[src/rtl/serial_adder_ctrl.sv]
// Sequencer for one bit-serial add/subtract: loads two external PISO shift registers,
// full-adds their LSB-first bit streams through a carry flop, and returns the word with flags.
module serial_adder_ctrl #(
    parameter int WORDWIDTH = 8
) (
    input  logic                 clk,
    input  logic                 rst,
    input  logic                 in_valid,
    output logic                 in_ready,
    input  logic [WORDWIDTH-1:0] op_a,
    input  logic [WORDWIDTH-1:0] op_b,
    input  logic                 op_sub,
    output logic                 sr_load,
    output logic [WORDWIDTH-1:0] sr_data_a,
    output logic [WORDWIDTH-1:0] sr_data_b,
    input  logic                 sr_bit_a,
    input  logic                 sr_bit_b,
    output logic                 out_valid,
    input  logic                 out_ready,
    output logic [WORDWIDTH-1:0] sum,
    output logic                 carry_out,
    output logic                 overflow,
    output logic                 busy
);

    localparam int CW = (WORDWIDTH > 2) ? $clog2(WORDWIDTH) : 1;
    localparam logic [CW-1:0] LAST = CW'(WORDWIDTH - 1);

    typedef enum logic [2:0] {IDLE, LOAD, PRIME, SHIFT, HOLD} state_t;

    state_t               state, state_nxt;
    logic [WORDWIDTH-1:0] a_q, b_q, sh_q, sum_q;
    logic                 sub_q, carry_q, cout_q, ovf_q;
    logic [CW-1:0]        cnt_q;
    logic                 b_eff, s_bit, c_nxt, last_bit;

    always_comb begin
        b_eff    = sr_bit_b ^ sub_q;
        s_bit    = sr_bit_a ^ b_eff ^ carry_q;
        c_nxt    = (sr_bit_a & b_eff) | (sr_bit_a & carry_q) | (b_eff & carry_q);
        last_bit = (cnt_q == LAST);
    end

    // Both handshakes transfer on a clock edge where valid and ready are high together;
    // in_ready is high only in IDLE and out_valid only in HOLD, so the two never overlap.
    always_comb begin
        state_nxt = state;
        unique case (state)
            IDLE:    if (in_valid) state_nxt = LOAD;
            LOAD:    state_nxt = PRIME;
            PRIME:   state_nxt = SHIFT;
            SHIFT:   if (last_bit) state_nxt = HOLD;
            HOLD:    if (out_ready) state_nxt = IDLE;
            default: state_nxt = IDLE;
        endcase
    end

    always_ff @(posedge clk) begin
        if (rst) begin
            state   <= IDLE;
            a_q     <= '0;
            b_q     <= '0;
            sub_q   <= 1'b0;
            carry_q <= 1'b0;
            cnt_q   <= '0;
            sh_q    <= '0;
            sum_q   <= '0;
            cout_q  <= 1'b0;
            ovf_q   <= 1'b0;
        end else begin
            state <= state_nxt;
            unique case (state)
                IDLE: begin
                    if (in_valid) begin
                        a_q   <= op_a;
                        b_q   <= op_b;
                        sub_q <= op_sub;
                    end
                end
                PRIME: begin
                    // Subtract is A + ~B + 1: the +1 enters as the initial carry.
                    carry_q <= sub_q;
                    cnt_q   <= '0;
                end
                SHIFT: begin
                    carry_q <= c_nxt;
                    sh_q    <= {s_bit, sh_q[WORDWIDTH-1:1]};
                    if (!last_bit) begin
                        cnt_q <= cnt_q + 1'b1;
                    end else begin
                        // Published word and flags change only here, so they hold between ops.
                        sum_q  <= {s_bit, sh_q[WORDWIDTH-1:1]};
                        cout_q <= c_nxt;
                        ovf_q  <= carry_q ^ c_nxt;
                    end
                end
                default: ;
            endcase
        end
    end

    assign in_ready  = (state == IDLE);
    assign sr_load   = (state == LOAD);
    assign out_valid = (state == HOLD);
    assign busy      = (state != IDLE);
    assign sr_data_a = a_q;
    assign sr_data_b = b_q;
    assign sum       = sum_q;
    assign carry_out = cout_q;
    assign overflow  = ovf_q;

endmodule

[config.mk]
export PLATFORM = sky130hd
export DESIGN_NAME = serial_adder_ctrl
export DESIGN_NICKNAME = d
export VERILOG_FILES = /design/src/rtl/serial_adder_ctrl.sv
export SDC_FILE = /design/constraint.sdc
export NUM_CORES = 1
export LEC_CHECK = 0
export ABC_CLOCK_PERIOD_IN_PS = 2400
export BUFFER_PORTS_ARGS = -buffer_cell sky130_fd_sc_hd__buf_2
export CAP_MARGIN = 40
export CORE_UTILIZATION = 23
export CTS_BUF_LIST = sky130_fd_sc_hd__clkbuf_4
export DETAILED_ROUTE_END_ITERATION = 12
export SYNTH_ARGS = -nofsm -noshare
export SYNTH_HDL_FRONTEND = slang
export SYNTH_SLANG_ARGS = --single-unit
[constraint.sdc]
create_clock -name clk -period 2.4 [get_ports clk]
set_input_delay 0.24 -clock clk [delete_from_list [all_inputs] [get_ports clk]]
set_output_delay 0.24 -clock clk [all_outputs]
set_load 0.02 [all_outputs]
Word level (Yosys, flattened, before mapping)
Index checks and enable logic that the tools add are counted.
{ "word_totals": {"out_inout_bits": 30, "wordCells": 43, "ff_bits": 42} }
{ "op_classes": {"bitwise_logic": 9, "addsub": 1, "mux": 7, "reduce_logical": 7, "n_eq_ne": 9} }
{ "ops": {"columns": ["op", "count"], "rows": [
  ["3-bit one-hot mux with 5 select lines", 1],
  ["3-bit two-way mux", 4],
  ["3-bit by 2-bit == test with 1-bit output, second input constant", 2],
  ["3-bit == test, second input constant", 2],
  ["2-bit != test, second input constant", 3],
  ["3-bit one-hot mux with 2 select lines", 1],
  ["2-bit AND reduction", 3],
  ["1-bit bitwise XOR", 4],
  ["3-bit by 1-bit adder with 3-bit output, second input constant", 1],
  ["1-bit bitwise AND", 3],
  ["3-bit by 1-bit == test with 1-bit output, second input constant", 1],
  ["3-bit logical NOT", 1],
  ["3-bit AND reduction", 1],
  ["3-bit nonzero test", 1],
  ["2-bit by 1-bit != test with 1-bit output, second input constant", 1],
  ["1-bit OR", 2],
  ["1-bit one-hot mux with 2 select lines", 1],
  ["2-bit nonzero test", 1]
]} }

Longest topological paths before layout
Gate-level depths: netlist of the first run.
{ "logic_depth": {"word_depth": 5, "depth_mapped": 6, "depth_no_buf": 5} }

Worst setup path after synthesis of the first run
OpenSTA, ideal clock, no wires.
{ "synth_path": {"kind": "flip-flop to output port", "start": "register state[0]", "end": "output port sr_load", "stages_incl_launch_ff": 3, "setup_slack_ps": 1040, "t_arrival_ps": 1120, "path_cell_list": "dfxtp_1 buf_2 nor3b_1"} }
{ "synth_via": {"elab_chain_len": 1} }
{ "synth_lines": {"columns": ["item", "line_no", "source"], "rows": [
  ["start: declaration", "31", "state_t state, state_nxt;"],
  ["start signal: assignment", "71", "state <= state_nxt;"],
  ["3-bit by 1-bit == test with 1-bit output", "103", "assign sr_load = (state == LOAD);"],
  ["end: declaration", "13", "output logic sr_load,"]
]} }
No other way between the ends.

Worst setup path in the final report of the first run
{ "layout_path": {"start": "register state[1]", "end": "output port in_ready"} }
{ "layout_via": {"elab_chain_len": 1} }
{ "layout_lines": {"columns": ["item", "line_no", "source"], "rows": [
  ["3-bit logical NOT", "102", "assign in_ready = (state == IDLE);"],
  ["end: declaration", "9", "output logic in_ready,"]
]} }
No other way between the ends.

==> flow_summary.toml, run 1 <==
[outcome]
status = "completed"

[synthesis]
ys_types = 30
syn-instance-count = 194
synth_top_area_share_pct = 50.15
async_flop_share_pct = 0
synth_seq_cells = 41
yosys-top-cells-area = "dfxtp_1 50%, nand2_1 15%, a21oi_1 11%, buf_6 2.1%, a211oi_1 1.8%"
synth.avg_cell_area_um2 = 8.436
synth_warnings = 0
ys.flop_type = "dfxtp_1"
synth_edf_count = 0
yosysSeqAreaShare_pct = 50.15
yosys.area.top_type = "dfxtp_1"
synth_area_um2 = 1637
syn_nets = 220

[cts]
cts.repair.resized = 0
htree_num_levels = 2
clock_latency_ns = 0.36
cts.sinks = 41
root_buffer = "clkbuf_4"
clk_pin_slew_ns = 0.13
cts_buffer_depth = 2
cts-buffers-inserted = 5
postCtsSetupBuffers = 0
hold_buffers = 0
cts_tree = "yes"

[routing]
wl_per_cell_um = 10.57
drt_iter0_markers = 67
first_pass_iters = 3
route.detailed.drc = 0
vias = 1392
wl_mm = 3.583
via_per_inst = 4.106
final_antenna_net_count = 0

[timing]
worst_pin_slew_ns = 0.7520
slew_headroom_pct = 49.86
finalSetupViolations = 0
timing.fmax_mhz = 563.9
grt_setup_unrepaired = "no"
skew_ns = 0.01398
post-route-period-util_pct = 73.89
hold_violations = 0
finalSetupTns_ns = 0
finalMaxSlewViolations = 0
min_period_ns = 1.773

[grt]
gr-usage-all-layers_pct = 10.37
grt_pass1_wl_mm = 5.989
gr-total-overflow = 0
first_global_vias = 1251
grt_antenna_before_repair = 0
grt_max_degree = 42

[critical_path]
rr_worst_depth = 3
cp_data_arrival_time_ns = 1.53
cp_max_fo = 13
cp-end-kind = "output port"
critPathLaunch = "state[1]"
cp-start-kind = "register"
r2r_start = "state[1]"
worstPathRequired_ns = 2.16
crit_type = "register to output port"

[cells_and_area]
nets = 268
instances_no_fill = 339
post-route-util_pct = 29.71
register_area_um2 = 820.8
n_antenna_cell = 0
finalInstanceArea_um2 = 2029
multi_input_area_um2 = 718.2
drive_gt1_share_pct = 26.34
syn2layout_area_growth_pct = 24.01
fillers = 778

[floorplan]
die_area_um2 = 7457
die_h_um = 86.36
row_count = 30
fp.dieW_um = 86.36
io_pins = 53
core_um2 = 6832
start_util_pct = 23.96

[min_path]
hp-start = "op_b[3]"
holdPathStages = 3
hp-class = "primary input to register"

[place]
globalplace.congestion = 0.7692
dpl.hpwl_mm = 2.512
dp_cells = 331
portBuffers = 52
dpl_cell_area_um2 = 1946

[pwr]
power.leakage_nw = 0.8307
power.density_nw_per_um2 = 709.2
p_total_mw = 1.439
ir_drop_v = 0.0003140

[run]
drv_cap = 0
[through the flow]
stage	hold WS (ns)	setup slack (ns)
6_report	0.1103	0.6265
5_1_grt	0.07682	0.5202
4_1_cts	0.08402	0.6021
3_5_place_dp	0.4408	0.6912
3_3_place_gp	0.4376	0.7186
2_1_floorplan	0.3297	1.040
[power breakdown]
| group | internal [mW] | switching (mW) | total [mW] |
|---|---|---|---|
| sequential | 0.713 | 0.0334 | 0.747 |
| clock | 0.221 | 0.244 | 0.465 |
| combinational | 0.0871 | 0.141 | 0.228 |
| total | 1.02 | 0.418 | 1.44 |
[area by class of cell]
type	count	share of cell area [%]
sequential	41	40.44
inverter	5	0.9248
timing repair buffer	53	13.19
clock buffer	5	1.850
multi-input combinational	136	35.39
clock inverter	3	2.281
tap	96	5.919
[critical path, cell delays in order, from the launching register on]
cell	delay, ns
dfxtp_1	0.46
or3_1	0.44
inv_1	0.11
buf_2	0.17
[metal layers]
layer	global-route usage, %	up-vias	part of all wire, %
met3	3.714	6	6.7
met4	4.545	0	1.2
met5	0	-	0
met2	15.44	35	44
li1	-	737	-
met1	13.47	614	48
[cell usage after synthesis (2+ instances only)]
| library cell | instances |
|---|---|
| nor2_1 | 7 |
| dfxtp_1 | 41 |
| xnor2_1 | 2 |
| nand2_1 | 65 |
| clkbuf_1 | 4 |
| buf_2 | 3 |
| ha_1 | 2 |
| a21oi_1 | 35 |
| inv_1 | 5 |
| buf_6 | 3 |
| o21ai_0 | 2 |
| nor3b_1 | 2 |
| a211oi_1 | 4 |
| and2_1 | 2 |
| buf_4 | 2 |
[path summary, 6_finish.rpt]
| path | end | slack, ns |
|---|---|---|
| max reg2reg | sr_data_b[2] | 0.69 |
| min | sr_data_b[3] | 0.11 |
| max | in_ready | 0.63 |
| min reg2reg | overflow | 0.46 |
[layout by cell type, fill, tap and decap left out, types with 2 or more instances in the layout]
master / count
xnor2_1: 2
dfxtp_1: 41
clkbuf_4: 5
nor2_1: 7
a211oi_1: 4
a21oi_1: 35
inv_1: 5
buf_2: 52
ha_1: 2
o21ai_0: 2
nor3b_1: 2
nand2_1: 65
and2_1: 2
[registers in the layout (all words and copies together) (netlist names)]
signal and count:
carry_out 1, carry_q 1, cnt_q 3, overflow 1, sh_q 7, sr_data_a 8
sr_data_b 8, state 3, sub_q 1, sum 8
[kinds of logic (layout without fill, tap and decap cells)]
| group | Yosys count | in the layout | synth area share, % |
|---|---|---|---|
| AOI/OAI and AO/OA | 45 | 45 | 15.52 |
| xor gates and xnor gates | 2 | 2 | 1.071 |
| and+or+nand+nor | 85 | 85 | 23.93 |
| DFF | 41 | 41 | 50.15 |
| buffers and inverters | 17 | 66 | 5.962 |
| muxes | 1 | 1 | 0.6116 |
| adders and majority gates | 3 | 3 | 2.752 |
Power figures use the tool's default switching activity.
==> run 2: changes to the inputs <==
ABC_CLOCK_PERIOD_IN_PS = 1800   (was 2400)
clock period = 1.8 ns   (was 2.4 ns; I/O delays follow)
==> run 2 against run 1 <==
Global-route usage increased by 0.30 points. Combinational power increased by 51%. Total power increased by 34%. Highest routed layer unchanged. Sequential cell count unchanged. Non-clock buffer count increased by 6. Utilization increased by 0.66 points. Wire length increased by 2.2%. Largest cell class unchanged. Register-to-register slack got worse by 0.45 ns.
==> flow_summary.toml, run 2 (synthesis results as in run 1) <==
[outcome]
status = "completed"

[grt]
grt_antenna_before_repair = 0
grt_max_degree = 31
gr-total-overflow = 0
first_global_vias = 1359
gr-usage-all-layers_pct = 10.67
grt_pass1_wl_mm = 6.203

[critical_path]
crit_buf_inv = 3
worstPathRequired_ns = 1.62
crit_family = "buffers and inverters"
cp_slowest_stage_delay_ns = 0.39
critPathSlowestCell = "or3_1"
cp-start-kind = "register"
cp-end-kind = "output port"
cp_data_arrival_time_ns = 1.51
crit_path_cell_trace = "buf_4 -> or3_1 -> inv_1 -> buf_2"
rr_worst_depth = 5
cp_max_fo = 12
path_depth = 4
crit_type = "register to output port"

[routing]
wl_per_cell_um = 10.61
drt_iter0_markers = 40
final_antenna_net_count = 0
wl_mm = 3.661
via_per_inst = 4.212
route.detailed.drc = 0
first_pass_iters = 4
vias = 1453

[cts]
hold_buffers = 0
cts-buffers-inserted = 5
root_buffer = "clkbuf_4"
cts_buffer_depth = 2
cts.sinks = 41
postCtsSetupBuffers = 0
cts_tree = "yes"
clk_pin_slew_ns = 0.14
htree_num_levels = 2
clock_latency_ns = 0.35
cts.repair.resized = 0

[pwr]
power.leakage_nw = 0.8612
power.density_nw_per_um2 = 932.0
ir_drop_v = 0.0003510

[timing]
hold_violations = 0
grt_setup_unrepaired = "no"
worst_pin_slew_ns = 0.5607
post-route-period-util_pct = 93.88
timing.fmax_mhz = 591.8
slew_headroom_pct = 62.62
min_period_ns = 1.690
finalSetupViolations = 0
finalMaxSlewViolations = 0
skew_ns = 0.01582
finalSetupTns_ns = 0

[cells_and_area]
syn2layout_area_growth_pct = 26.76
mostFrequentLayoutCell = "nand2_1"
post-route-util_pct = 30.37
n_antenna_cell = 0
finalInstanceArea_um2 = 2074
drive_gt1_share_pct = 28.11
nets = 274
mostFrequentLayoutCells = "65 x nand2_1, 52 x buf_2, 41 x dfxtp_1, 35 x a21oi_1"

[place]
portBuffers = 52
dpl_cell_area_um2 = 1991
dpl.hpwl_mm = 2.650
globalplace.congestion = 0.6619

[floorplan]
core_um2 = 6832
die_area_um2 = 7457
io_pins = 53
row_count = 30
die_h_um = 86.36
start_util_pct = 23.96
fp.dieW_um = 86.36

[min_path]
holdPathStages = 3
hp-class = "primary input to register"

[run]
drv_cap = 0
## run 2: final timing paths
check	startpoint	endpoint	slack [ns]
setup / recovery	state[1]	in_ready	0.11
hold / removal	op_a[6]	sr_data_a[6]	0.04
setup reg to reg	cnt_q[0]	sum[7]	0.24
hold reg to reg	sr_data_b[2]	sr_data_b[2]	0.46
## run 2: cell type report
type                       instances  area (µm²)
inverter                           5       18.77
sequential                        41       820.8
multi-input combinational        136       718.2
tap                               96       120.1
fill                             771        4757
clock inverter                     3       46.29
timing repair buffer              59       312.8
clock buffer                       5       37.54
## run 2: power by group
part	switching [mW]	internal [mW]	leakage [nW]	total, mW
Sequential	0.0216	0.951	0.333	0.973
Combinational	0.213	0.132	0.487	0.344
Clock	0.322	0.294	0.0414	0.617
## run 2: stage by stage
stage	power (mW)	setup WS [ns]	instances	hold WS, ns
5_1_grt	2.054	0.009099	345	0.02251
2_1_floorplan	1.236	0.4526	194	0.2697
6_report	1.933	0.1102	345	0.04172
3_5_place_dp	1.343	0.2740	337	0.4300
4_1_cts	1.973	0.07961	345	0.01929
3_3_place_gp	1.339	0.3253	337	0.4231
## run 2: worst reg2reg max path, cell delays in order, from the launching register on
cell	delay, ns
dfxtp_1	0.38
ha_1	0.16
ha_1	0.19
and4b_1	0.47
nor2_1	0.08
a211oi_1	0.21
## run 2: routing by layer
metal	GRT usage [%]	routed length (µm)	share of wire (%)
met1	13.29	1722	47
met2	16.81	1651	45
met3	4.762	259	7.1
met4	2.727	28	0.76
met5	0	0	0
==> run 3: changes to the inputs <==
ABC_AREA = 1   (was unset)
MAX_ROUTING_LAYER = met4   (was unset)
==> run 3 against run 2 <==
Combinational power increased by 31%. Worst setup slack improved by 0.14 ns. First-iteration DRC count is 93% higher. Synthesized area is 0.54% higher. Total power rose by 14%. Sequential cell count unchanged.
==> flow_summary.toml, run 3 <==
[timing]
finalSetupTns_ns = 0
skew_ns = 0.008974
finalSetupViolations = 0
grt_setup_unrepaired = "no"
hold_violations = 0
min_period_ns = 1.554
post-route-period-util_pct = 86.34
finalMaxSlewViolations = 0
timing.fmax_mhz = 643.4
worst_pin_slew_ns = 0.4030
slew_headroom_pct = 73.13

[pwr]
swShare_pct = 29.78
p_int_mw = 1.544
p_switching_mw = 0.6547
combPwrFrac_pct = 20.5
p_clk_share_pct = 33.8
power.density_nw_per_um2 = 1055
power.leakage_nw = 0.9038
seqPwrFrac_pct = 45.7
ir_drop_v = 0.0004155

[run]
drv_cap = 0

[synthesis]
synth_edf_count = 0
yosysSeqAreaShare_pct = 49.89
syn-instance-count = 209
yosysMostFrequentCell = "nand2_1"
yosys-top-cells-area = "dfxtp_1 50%, nand2_1 14%, a21oi_1 11%, nand3_1 6.4%, inv_1 3.2%"
synth_seq_cells = 41
synth.avg_cell_area_um2 = 7.872
synth_top_area_share_pct = 49.89
yosys.area.top_type = "dfxtp_1"
synth_warnings = 0
async_flop_share_pct = 0
synth_area_um2 = 1645
ys_top_cells_by_count = "60 x nand2_1, 41 x dfxtp_1, 37 x a21oi_1, 21 x nand3_1, 14 x inv_1"
ys_types = 25
syn_nets = 235
ys.flop_type = "dfxtp_1"

[grt]
grt_pass1_wl_mm = 5.975
gr-usage-all-layers_pct = 10.63
grt_antenna_before_repair = 0
gr-total-overflow = 0
first_global_vias = 1325
grt_max_degree = 26

[cells_and_area]
mostFrequentLayoutCell = "nand2_1"
n_antenna_cell = 0
drive_gt1_share_pct = 26.44
nets = 286
syn2layout_area_growth_pct = 26.62
post-route-util_pct = 30.33
mostFrequentLayoutCells = "60 x nand2_1, 52 x buf_2, 41 x dfxtp_1, 37 x a21oi_1, 21 x nand3_1"

[critical_path]
crit_family = "flip-flops"
cp-end-kind = "output port"
worstPathRequired_ns = 1.62
cp-start-kind = "register"
critPathSlowestCell = "dfxtp_1"
cp_data_arrival_time_ns = 1.37
crit_type = "register to output port"
cp_max_fo = 19
crit_path_cell_trace = "nor2_4 -> nand2_4 -> inv_6 -> buf_2"
cp_slowest_stage_delay_ns = 0.41
crit_buf_inv = 2

[cts]
hold_buffers = 0
cts.sinks = 41
clock_latency_ns = 0.35
cts_buffer_depth = 2
cts_tree = "yes"
cts-buffers-inserted = 5
postCtsSetupBuffers = 0
htree_num_levels = 2
clk_pin_slew_ns = 0.13
root_buffer = "clkbuf_4"
cts.repair.resized = 0

[routing]
drt_iter0_markers = 77
vias = 1501
wl_mm = 3.571
route.detailed.drc = 0
wl_per_cell_um = 10.00
first_pass_iters = 4
final_antenna_net_count = 0
via_per_inst = 4.204

[floorplan]
die_h_um = 86.58
row_count = 30
die_area_um2 = 7496
io_pins = 53
start_util_pct = 23.95
fp.dieW_um = 86.58
core_um2 = 6869

[place]
globalplace.congestion = 0.7458
portBuffers = 52
dpl.hpwl_mm = 2.559

[outcome]
status = "completed"

[min_path]
hp-class = "primary input to register"
## run 3: cell types whose count changed after synthesis, sizes merged, moves of 2 or more
cell	delta
nand3	+21
buf	-2
a2111oi	-2
nand2	-2
a211oi	-4
a21oi	+2
nor3b	-2
inv	+11
nor2	+2
and2	-2
## run 3: path summary, 6_finish.rpt
kind,from,to,slack (ns),depth (start not counted)
setup / recovery,state[2],in_ready,0.25,4
hold / removal,op_a[6],sr_data_a[6],0.08,3
setup reg to reg,sub_q,sum[7],0.42,4
hold reg to reg,sr_data_a[1],sr_data_a[1],0.46,2
## run 3: cells by family after synthesis
logic type	Yosys count	share of synthesized area (%)
simple gates	95	25.70
compound gates	42	13.00
flops	41	49.89
buf+inv	26	7.604
fa+ha+maj	3	2.737
xor+xnor	2	1.065
## run 3: tightest hold or removal path: cells and delay by family
| family | cells | cell delay, ns |
|---|---|---|
| and+or+nand+nor | 1 | 0.07 |
| AOI/OAI and AO/OA | 1 | 0.06 |
| buffers and inverters | 1 | 0.09 |
## run 3: per-stage QoR
stage	hold slack [ns]	std cells	instance area [µm²]	setup WS [ns]	power, mW
3_3_place_gp	0.4472	349	1981	0.4646	1.477
5_1_grt	0.05515	357	2083	0.1428	2.327
6_report	0.08090	357	2083	0.2458	2.199
4_1_cts	0.05427	357	2083	0.2132	2.239
2_1_floorplan	0.3444	209	1645	0.4936	1.366
3_5_place_dp	0.4505	349	1981	0.4437	1.481
## run 3: layer usage
| metal | routed length [µm] | vias to the layer above | GRT usage (%) | part of all wire [%] |
|---|---|---|---|---|
| li1 | - | 778 | - | - |
| met1 | 1659 | 673 | 12.41 | 46 |
| met2 | 1663 | 44 | 17.24 | 47 |
| met3 | 178 | 6 | 2.571 | 5.0 |
| met4 | 70 | 0 | 5.000 | 2.0 |
| met5 | 0 | - | - | 0 |
## run 3: final cells by class
class / instances / area [µm²]
Fill cell: 762 / 4786
Sequential cell: 41 / 820.8
Multi-Input combinational cell: 142 / 699.4
Timing Repair Buffer: 54 / 275.3
Tap cell: 96 / 120.1
Clock inverter: 3 / 65.06
Inverter: 16 / 65.06
Clock buffer: 5 / 37.54
## run 3: power by group through the flow
stage          Sequential [mW]  Clock (mW)  Combinational [mW]
2_1_floorplan             1.07           0               0.300
3_3_place_gp              1.02           0               0.453
3_5_place_dp              1.02           0               0.456
4_1_cts                   1.00       0.777               0.457
5_1_grt                   1.01       0.807               0.505
6_report                  1.00       0.744               0.451
